## src/rtl/disparo_inimigo.sv

```systemverilog
// disparo_inimigo: enemy shot controller.
// Every COOLDOWN movement steps, a pseudo-random living enemy fires one ball
// straight down. A ball that overlaps the ship costs one life. The ball is
// dropped when it leaves the screen. When the last life is lost, the block
// parks in game over until it is reset or restarted.
// Ports:
//   CLOCK_50, reset (async, active-low), pausa (freeze), reiniciarJogo (sync restart)
//   x_inimigo/y_inimigo   : packed enemy positions, 10 bits per enemy
//   vidas_inimigo         : per-enemy alive flags
//   largura/altura_inimigo: enemy size
//   x/y/largura/altura_nave: ship box
//   x/y/raio_bola_inimiga : ball position and radius
//   ativa                 : ball in flight
//   acertou               : one-cycle pulse when the ship is hit
//   vidas_nave            : ship lives left
//   fim_de_jogo           : game over
module disparo_inimigo #(
    parameter int SIZE_ENEMY     = 10,
    parameter int TICK_DIV       = 500000,
    parameter int VEL            = 4,
    parameter int RAIO           = 5,
    parameter int Y_LIMITE       = 480,
    parameter int COOLDOWN       = 30,
    parameter int VIDAS_INICIAIS = 3
) (
    input  logic                       CLOCK_50,
    input  logic                       reset,
    input  logic                       pausa,
    input  logic                       reiniciarJogo,
    input  logic [10*SIZE_ENEMY-1:0]   x_inimigo,
    input  logic [10*SIZE_ENEMY-1:0]   y_inimigo,
    input  logic [SIZE_ENEMY-1:0]      vidas_inimigo,
    input  logic [9:0]                 largura_inimigo,
    input  logic [9:0]                 altura_inimigo,
    input  logic [9:0]                 x_nave,
    input  logic [9:0]                 y_nave,
    input  logic [9:0]                 largura_nave,
    input  logic [9:0]                 altura_nave,
    output logic [9:0]                 x_bola_inimiga,
    output logic [9:0]                 y_bola_inimiga,
    output logic [9:0]                 raio_bola_inimiga,
    output logic                       ativa,
    output logic                       acertou,
    output logic [1:0]                 vidas_nave,
    output logic                       fim_de_jogo
);

    localparam int IW = (SIZE_ENEMY > 1) ? $clog2(SIZE_ENEMY) : 1;
    localparam int PW = (TICK_DIV > 1) ? $clog2(TICK_DIV) : 1;
    localparam int CW = $clog2(COOLDOWN + 1) > 0 ? $clog2(COOLDOWN + 1) : 1;

    typedef enum logic [1:0] {ESPERA, ESCOLHE, VOANDO, FIM} estado_t;

    estado_t         state, next_state;
    logic [PW-1:0]   presc;
    logic [7:0]      lfsr;
    logic [CW-1:0]   cooldown;
    logic [IW-1:0]   idx, tries;
    logic [9:0]      x_r, y_r;
    logic            acertou_r;
    logic [1:0]      vidas_r;

    logic            tick;
    logic            vivo;
    logic            ultima_tentativa;
    logic [IW-1:0]   idx_inc, idx_lfsr;
    logic [9:0]      spawn_x, spawn_y;
    logic [10:0]     bx, by, nx, ny, nl, na;
    logic            hit, fora;

    assign tick             = (presc == PW'(TICK_DIV - 1));
    assign vivo             = vidas_inimigo[idx];
    assign ultima_tentativa = (tries == IW'(SIZE_ENEMY - 1));
    assign idx_inc          = (idx == IW'(SIZE_ENEMY - 1)) ? '0 : idx + 1'b1;
    assign idx_lfsr         = IW'(int'(lfsr) % SIZE_ENEMY);
    assign spawn_x          = x_inimigo[int'(idx)*10 +: 10] + (largura_inimigo >> 1);
    assign spawn_y          = y_inimigo[int'(idx)*10 +: 10] + altura_inimigo;

    // Collision math is 11 bits wide so box edges near 1023 do not wrap.
    assign bx   = {1'b0, x_r};
    assign by   = {1'b0, y_r};
    assign nx   = {1'b0, x_nave};
    assign ny   = {1'b0, y_nave};
    assign nl   = {1'b0, largura_nave};
    assign na   = {1'b0, altura_nave};
    assign hit  = (bx >= nx) && (bx < nx + nl) &&
                  (by + 11'(RAIO) >= ny) && (by < ny + na);
    assign fora = (by + 11'(RAIO) >= 11'(Y_LIMITE));

    // State register
    always_ff @(posedge CLOCK_50 or negedge reset) begin
        if (!reset)
            state <= ESPERA;
        else
            state <= next_state;
    end

    // Next-state logic
    always_comb begin
        next_state = state;
        if (reiniciarJogo) begin
            next_state = ESPERA;
        end else if (!pausa) begin
            unique case (state)
                ESPERA:  if (tick && cooldown <= CW'(1)) next_state = ESCOLHE;
                ESCOLHE: begin
                    if (vivo)                  next_state = VOANDO;
                    else if (ultima_tentativa) next_state = ESPERA;
                end
                VOANDO: begin
                    // A hit takes precedence over leaving the screen.
                    if (hit)       next_state = (vidas_r <= 2'd1) ? FIM : ESPERA;
                    else if (fora) next_state = ESPERA;
                end
                FIM:     next_state = FIM;
                default: next_state = ESPERA;
            endcase
        end
    end

    // Datapath: prescaler, cooldown, enemy scan, ball position, lives
    always_ff @(posedge CLOCK_50 or negedge reset) begin
        if (!reset) begin
            presc     <= '0;
            lfsr      <= 8'hA5;
            cooldown  <= CW'(COOLDOWN);
            idx       <= '0;
            tries     <= '0;
            x_r       <= '0;
            y_r       <= '0;
            acertou_r <= 1'b0;
            vidas_r   <= 2'(VIDAS_INICIAIS);
        end else begin
            // The LFSR free-runs regardless of pause or restart.
            lfsr <= {lfsr[6:0], lfsr[7] ^ lfsr[5] ^ lfsr[4] ^ lfsr[3]};
            if (reiniciarJogo) begin
                presc     <= '0;
                cooldown  <= CW'(COOLDOWN);
                idx       <= '0;
                tries     <= '0;
                x_r       <= '0;
                y_r       <= '0;
                acertou_r <= 1'b0;
                vidas_r   <= 2'(VIDAS_INICIAIS);
            end else if (!pausa) begin
                presc     <= tick ? '0 : presc + 1'b1;
                acertou_r <= 1'b0;
                unique case (state)
                    ESPERA: begin
                        if (tick) begin
                            if (cooldown <= CW'(1)) begin
                                cooldown <= '0;
                                idx      <= idx_lfsr;
                                tries    <= '0;
                            end else begin
                                cooldown <= cooldown - 1'b1;
                            end
                        end
                    end
                    ESCOLHE: begin
                        if (vivo) begin
                            x_r <= spawn_x;
                            y_r <= spawn_y;
                        end else begin
                            idx   <= idx_inc;
                            tries <= tries + 1'b1;
                            if (ultima_tentativa) cooldown <= CW'(COOLDOWN);
                        end
                    end
                    VOANDO: begin
                        if (hit) begin
                            acertou_r <= 1'b1;
                            vidas_r   <= (vidas_r != 2'd0) ? vidas_r - 2'd1 : 2'd0;
                            cooldown  <= CW'(COOLDOWN);
                            x_r       <= '0;
                            y_r       <= '0;
                        end else if (fora) begin
                            cooldown  <= CW'(COOLDOWN);
                            x_r       <= '0;
                            y_r       <= '0;
                        end else if (tick) begin
                            y_r <= y_r + 10'(VEL);
                        end
                    end
                    default: ;
                endcase
            end
        end
    end

    // Outputs
    always_comb begin
        ativa             = (state == VOANDO);
        fim_de_jogo       = (state == FIM);
        x_bola_inimiga    = (state == VOANDO) ? x_r : '0;
        y_bola_inimiga    = (state == VOANDO) ? y_r : '0;
        raio_bola_inimiga = 10'(RAIO);
        acertou           = acertou_r;
        vidas_nave        = vidas_r;
    end

endmodule
```

## config.mk

```make
export PLATFORM = sky130hd
export DESIGN_NAME = disparo_inimigo
export DESIGN_NICKNAME = d
export VERILOG_FILES = /design/src/rtl/disparo_inimigo.sv
export SDC_FILE = /design/constraint.sdc
export NUM_CORES = 1
export LEC_CHECK = 0
export ABC_AREA = 1
export CORE_MARGIN = 1.5
export CORE_UTILIZATION = 40
export DETAILED_ROUTE_END_ITERATION = 8
export PLACE_DENSITY = 0.73
export REMOVE_ABC_BUFFERS = 1
export SYNTH_ARGS = -nofsm -noshare
export SYNTH_HDL_FRONTEND = slang
export SYNTH_SLANG_ARGS = --single-unit
```

## constraint.sdc

```tcl
create_clock -name CLOCK_50 -period 5.37 [get_ports CLOCK_50]
set_input_delay 1.074 -clock CLOCK_50 [delete_from_list [all_inputs] [get_ports CLOCK_50]]
set_output_delay 1.074 -clock CLOCK_50 [all_outputs]
set_load 0.02 [all_outputs]
```

==> flow_metrics.env, run 1 <==
export IMPL_period_share=0.919
export IMPL_core_area_um2=20900
export IMPL_leakagePower_uw=0.00559
export IMPL_drtIter0Drc=502
export IMPL_critPathRequiredTime_ns=5.62
export IMPL_yosysSeqAreaShare=0.193
export IMPL_via_per_inst=5.28
export IMPL_grt_pass1_wl_mm=46.1
export IMPL_place_gp_congestion=0.878
export IMPL_worst_slew_pin_slew_ns=0.861
export IMPL_regArea_um2=1640
export IMPL_period_minus_slack_ns=4.93
export IMPL_cp_end_kind="flip-flop"
export IMPL_layout_common_cells="296 x clkdlybuf4s50_1, 220 x nand2_1, 167 x nor2_1"
export IMPL_synth_top_area_frac=0.162
export IMPL_fin_skew_ns=0.0103
export IMPL_ir_worst_vdd_uv=248
export IMPL_postCtsSetupBuffers=0
export IMPL_power_density_nw_per_um2=364
export IMPL_rows=53
export IMPL_path_clk_slew_ns=0.05
export IMPL_overflow=0
export IMPL_port_buffers=297
export IMPL_n_fill_cell=2044
export IMPL_dieArea_um2=22100
export IMPL_hold_buffers=0
export IMPL_wl_met1_mm=12.4
export IMPL_grt_max_degree=66
export IMPL_antenna_left=0
export IMPL_synth_top_flop_cell="dfrtp_1"
export IMPL_vias=9665
export IMPL_cts_sinks=65
export IMPL_grt_usage=0.262
export IMPL_drt_first_pass_iters=5
export IMPL_drt_total_wl_mm=30.0
export IMPL_maxSlewHeadroom=0.426
export IMPL_fmax_mhz=203
export IMPL_min_path_type="flip-flop to flip-flop"
export IMPL_grt_pass1_vias=9042
export IMPL_die_h_um=149
export IMPL_yosys_warnings=0
export IMPL_synth_edf_count=0
export IMPL_numCtsBuffers=9
export IMPL_design_area_um2=12000
export IMPL_status="finished, final reports clean"
export IMPL_synthTopCellsByArea="dfrtp_1 16%, ha_1 14%, nand2_1 9.7%"
export IMPL_avgSynthCellArea_um2=6.65
export IMPL_path_class="input pin to flip-flop"
export IMPL_met2_length_mm=14.5
export IMPL_layout_drive_gt1_share=0.0650
export IMPL_cap_viol_max_count=0
export IMPL_ys_ff_latch=65
export IMPL_async_flop_share=1.00
export IMPL_initial_core_util=0.406
export IMPL_cp_start_kind="input pin"
export IMPL_slew_viol_final=0
export IMPL_hold_viol=0
export IMPL_fin_util=0.575
export IMPL_highest_layer="met5"
export IMPL_dpl_hpwl_mm=24.2
export IMPL_place_area_um2=11700
export IMPL_io_pins=309
export IMPL_rsz0062_at_grt="false"
export IMPL_post_cts_resize_count=0
export IMPL_setup_viol=0
export IMPL_drc=0
export IMPL_crit_arrival_ns=5.18
export IMPL_wl_per_cell_um=16.4
export IMPL_critPathMaxFanout=7
export IMPL_final_nets=1919
export IMPL_cts_root_buf="clkbuf_16"
export IMPL_multi_input_area_um2=6020
export IMPL_cts_htree_levels=3
export IMPL_area_delta_synth_final_pct=41.9
export IMPL_antenna_found_initial=3
export IMPL_ys_types=55
export IMPL_clock_latency_ns=0.33
export IMPL_postSynthCellCount=1274
export IMPL_syn_cell_area_um2=8470
export IMPL_yosys_area_top_type="dfrtp_1"
export IMPL_dieWidth_um=149
export IMPL_final_common_cell="clkdlybuf4s50_1"
export IMPL_clockBufferDepth=2
export IMPL_met3_length_mm=1.97
export IMPL_cts_tree="built"
[final timing paths]
path	from	endpoint	slack (ns)	cells after the start
worst min register to register	lfsr[0]	lfsr[1]	0.42	0
worst max-delay path	x_nave[0]	state[1]	0.44	26
worst min-delay path	lfsr[0]	lfsr[1]	0.42	0
min in group asynchronous	reset	y_r[0]	0.94	2
max in group asynchronous	reset	idx[0]	3.79	2
worst max register to register	idx[1]	y_r[9]	0.96	21
[cells in the mapped netlist (all sizes together) (5+ instances only)]
cell / number
nand2: 229
nor2: 173
inv: 148
o21ai: 138
ha: 92
a21oi: 72
nand3: 70
dfrtp: 55
clkbuf: 38
xor2: 33
o221ai: 31
buf: 21
nor3: 21
o211ai: 16
xnor2: 16
o22ai: 15
a31o: 10
dfstp: 10
nand4: 10
mux2i: 9
o21bai: 9
nor4: 6
o21a: 6
a211oi: 5
a31oi: 5
clkinv: 5
[critical path: stages]
cell and delay [ns]:
clkdlybuf4s50_1 0.48, ha_1 0.27, fa_1 0.41, nand3_1 0.10, nand2_1 0.12, a21oi_1 0.15
nor2_1 0.05, nor2_1 0.11, xor2_1 0.18, ha_1 0.28, nand2_1 0.08, nor2_1 0.04
a211oi_1 0.15, o21ai_0 0.13, nand3_1 0.08, a21boi_0 0.07, o21ai_0 0.16, nand3_1 0.16
nor2_2 0.23, nor2_4 0.06, nand3_2 0.08, nand2_2 0.10, buf_4 0.17, nor2_1 0.21
o211ai_1 0.13, o21ai_0 0.09
[layout make-up]
type	count	area share
Antenna cell	3	0.000625
Clock buffer	12	0.0213
Clock inverter	4	0.00635
Inverter	153	0.0478
Multi-Input combinational cell	1005	0.500
Sequential cell	65	0.137
Tap cell	275	0.0286
Timing Repair Buffer	315	0.258
[flip-flops by register name (all words and copies together) (netlist names)]
register	count
presc	19
x_r	10
y_r	10
lfsr	8
cooldown	5
idx	4
tries	4
state	2
vidas_nave	2
acertou	1
[cells by family (layout without fill, tap and decap cells)]
logic type / count (synthesis) / after routing / synth area share
xor+xnor: 49 / 49 / 0.0506
compound gates: 323 / 323 / 0.230
simple gates: 518 / 518 / 0.269
buf+inv: 212 / 484 / 0.100
other cells: 2 / 13 / 0.000886
fa+ha+maj: 96 / 96 / 0.145
flops: 65 / 65 / 0.193
mux: 9 / 9 / 0.0106
[per-stage QoR]
stage / hold slack (ns) / total power [µW] / TNS [ns] / worst slack [ns] / cells
global route: 0.424 / 4800 / 0 / 0.0229 / 1831
global placement: 0.410 / 3650 / 0 / 0.259 / 1813
detailed placement: 0.410 / 3720 / 0 / 0.148 / 1813
floorplan: 0.389 / 2710 / -4.59 / -0.711 / 1223
CTS: 0.419 / 4390 / 0 / 0.487 / 1829
finish: 0.420 / 4380 / 0 / 0.436 / 1832
[power breakdown]
part	internal [µW]	switching, µW
combinational	1230	1750
sequential	597	149
clock	432	212
[layer usage]
| metal | up-vias | GRT usage |
|---|---|---|
| met1 | 4427 | 0.318 |
| met3 | 63 | 0.0571 |
| met5 | - | 0 |
| met2 | 302 | 0.451 |
| li1 | 4871 | - |
| met4 | 2 | 0.0995 |
(Power assumes the default switching activity.)
==> run 2: changes to the inputs <==
--- a/config.mk
+++ b/config.mk
@@ -6,6 +6,7 @@
 export NUM_CORES = 1
 export LEC_CHECK = 0
 export ABC_AREA = 1
+export ABC_CLOCK_PERIOD_IN_PS = 5370
 export CORE_MARGIN = 1.5
 export CORE_UTILIZATION = 40
 export DETAILED_ROUTE_END_ITERATION = 8
==> results of run 2 <==
The final DEF is identical to that of run 1; final timing and power are the same.
==> run 3: changes to the inputs <==
--- a/config.mk
+++ b/config.mk
@@ -9,6 +9,7 @@
 export ABC_CLOCK_PERIOD_IN_PS = 5370
 export CORE_MARGIN = 1.5
 export CORE_UTILIZATION = 40
+export CTS_CLUSTER_SIZE = 14
 export DETAILED_ROUTE_END_ITERATION = 8
 export PLACE_DENSITY = 0.73
 export REMOVE_ABC_BUFFERS = 1
==> results of run 3 <==
The final DEF is identical to that of run 1; final timing and power are the same.
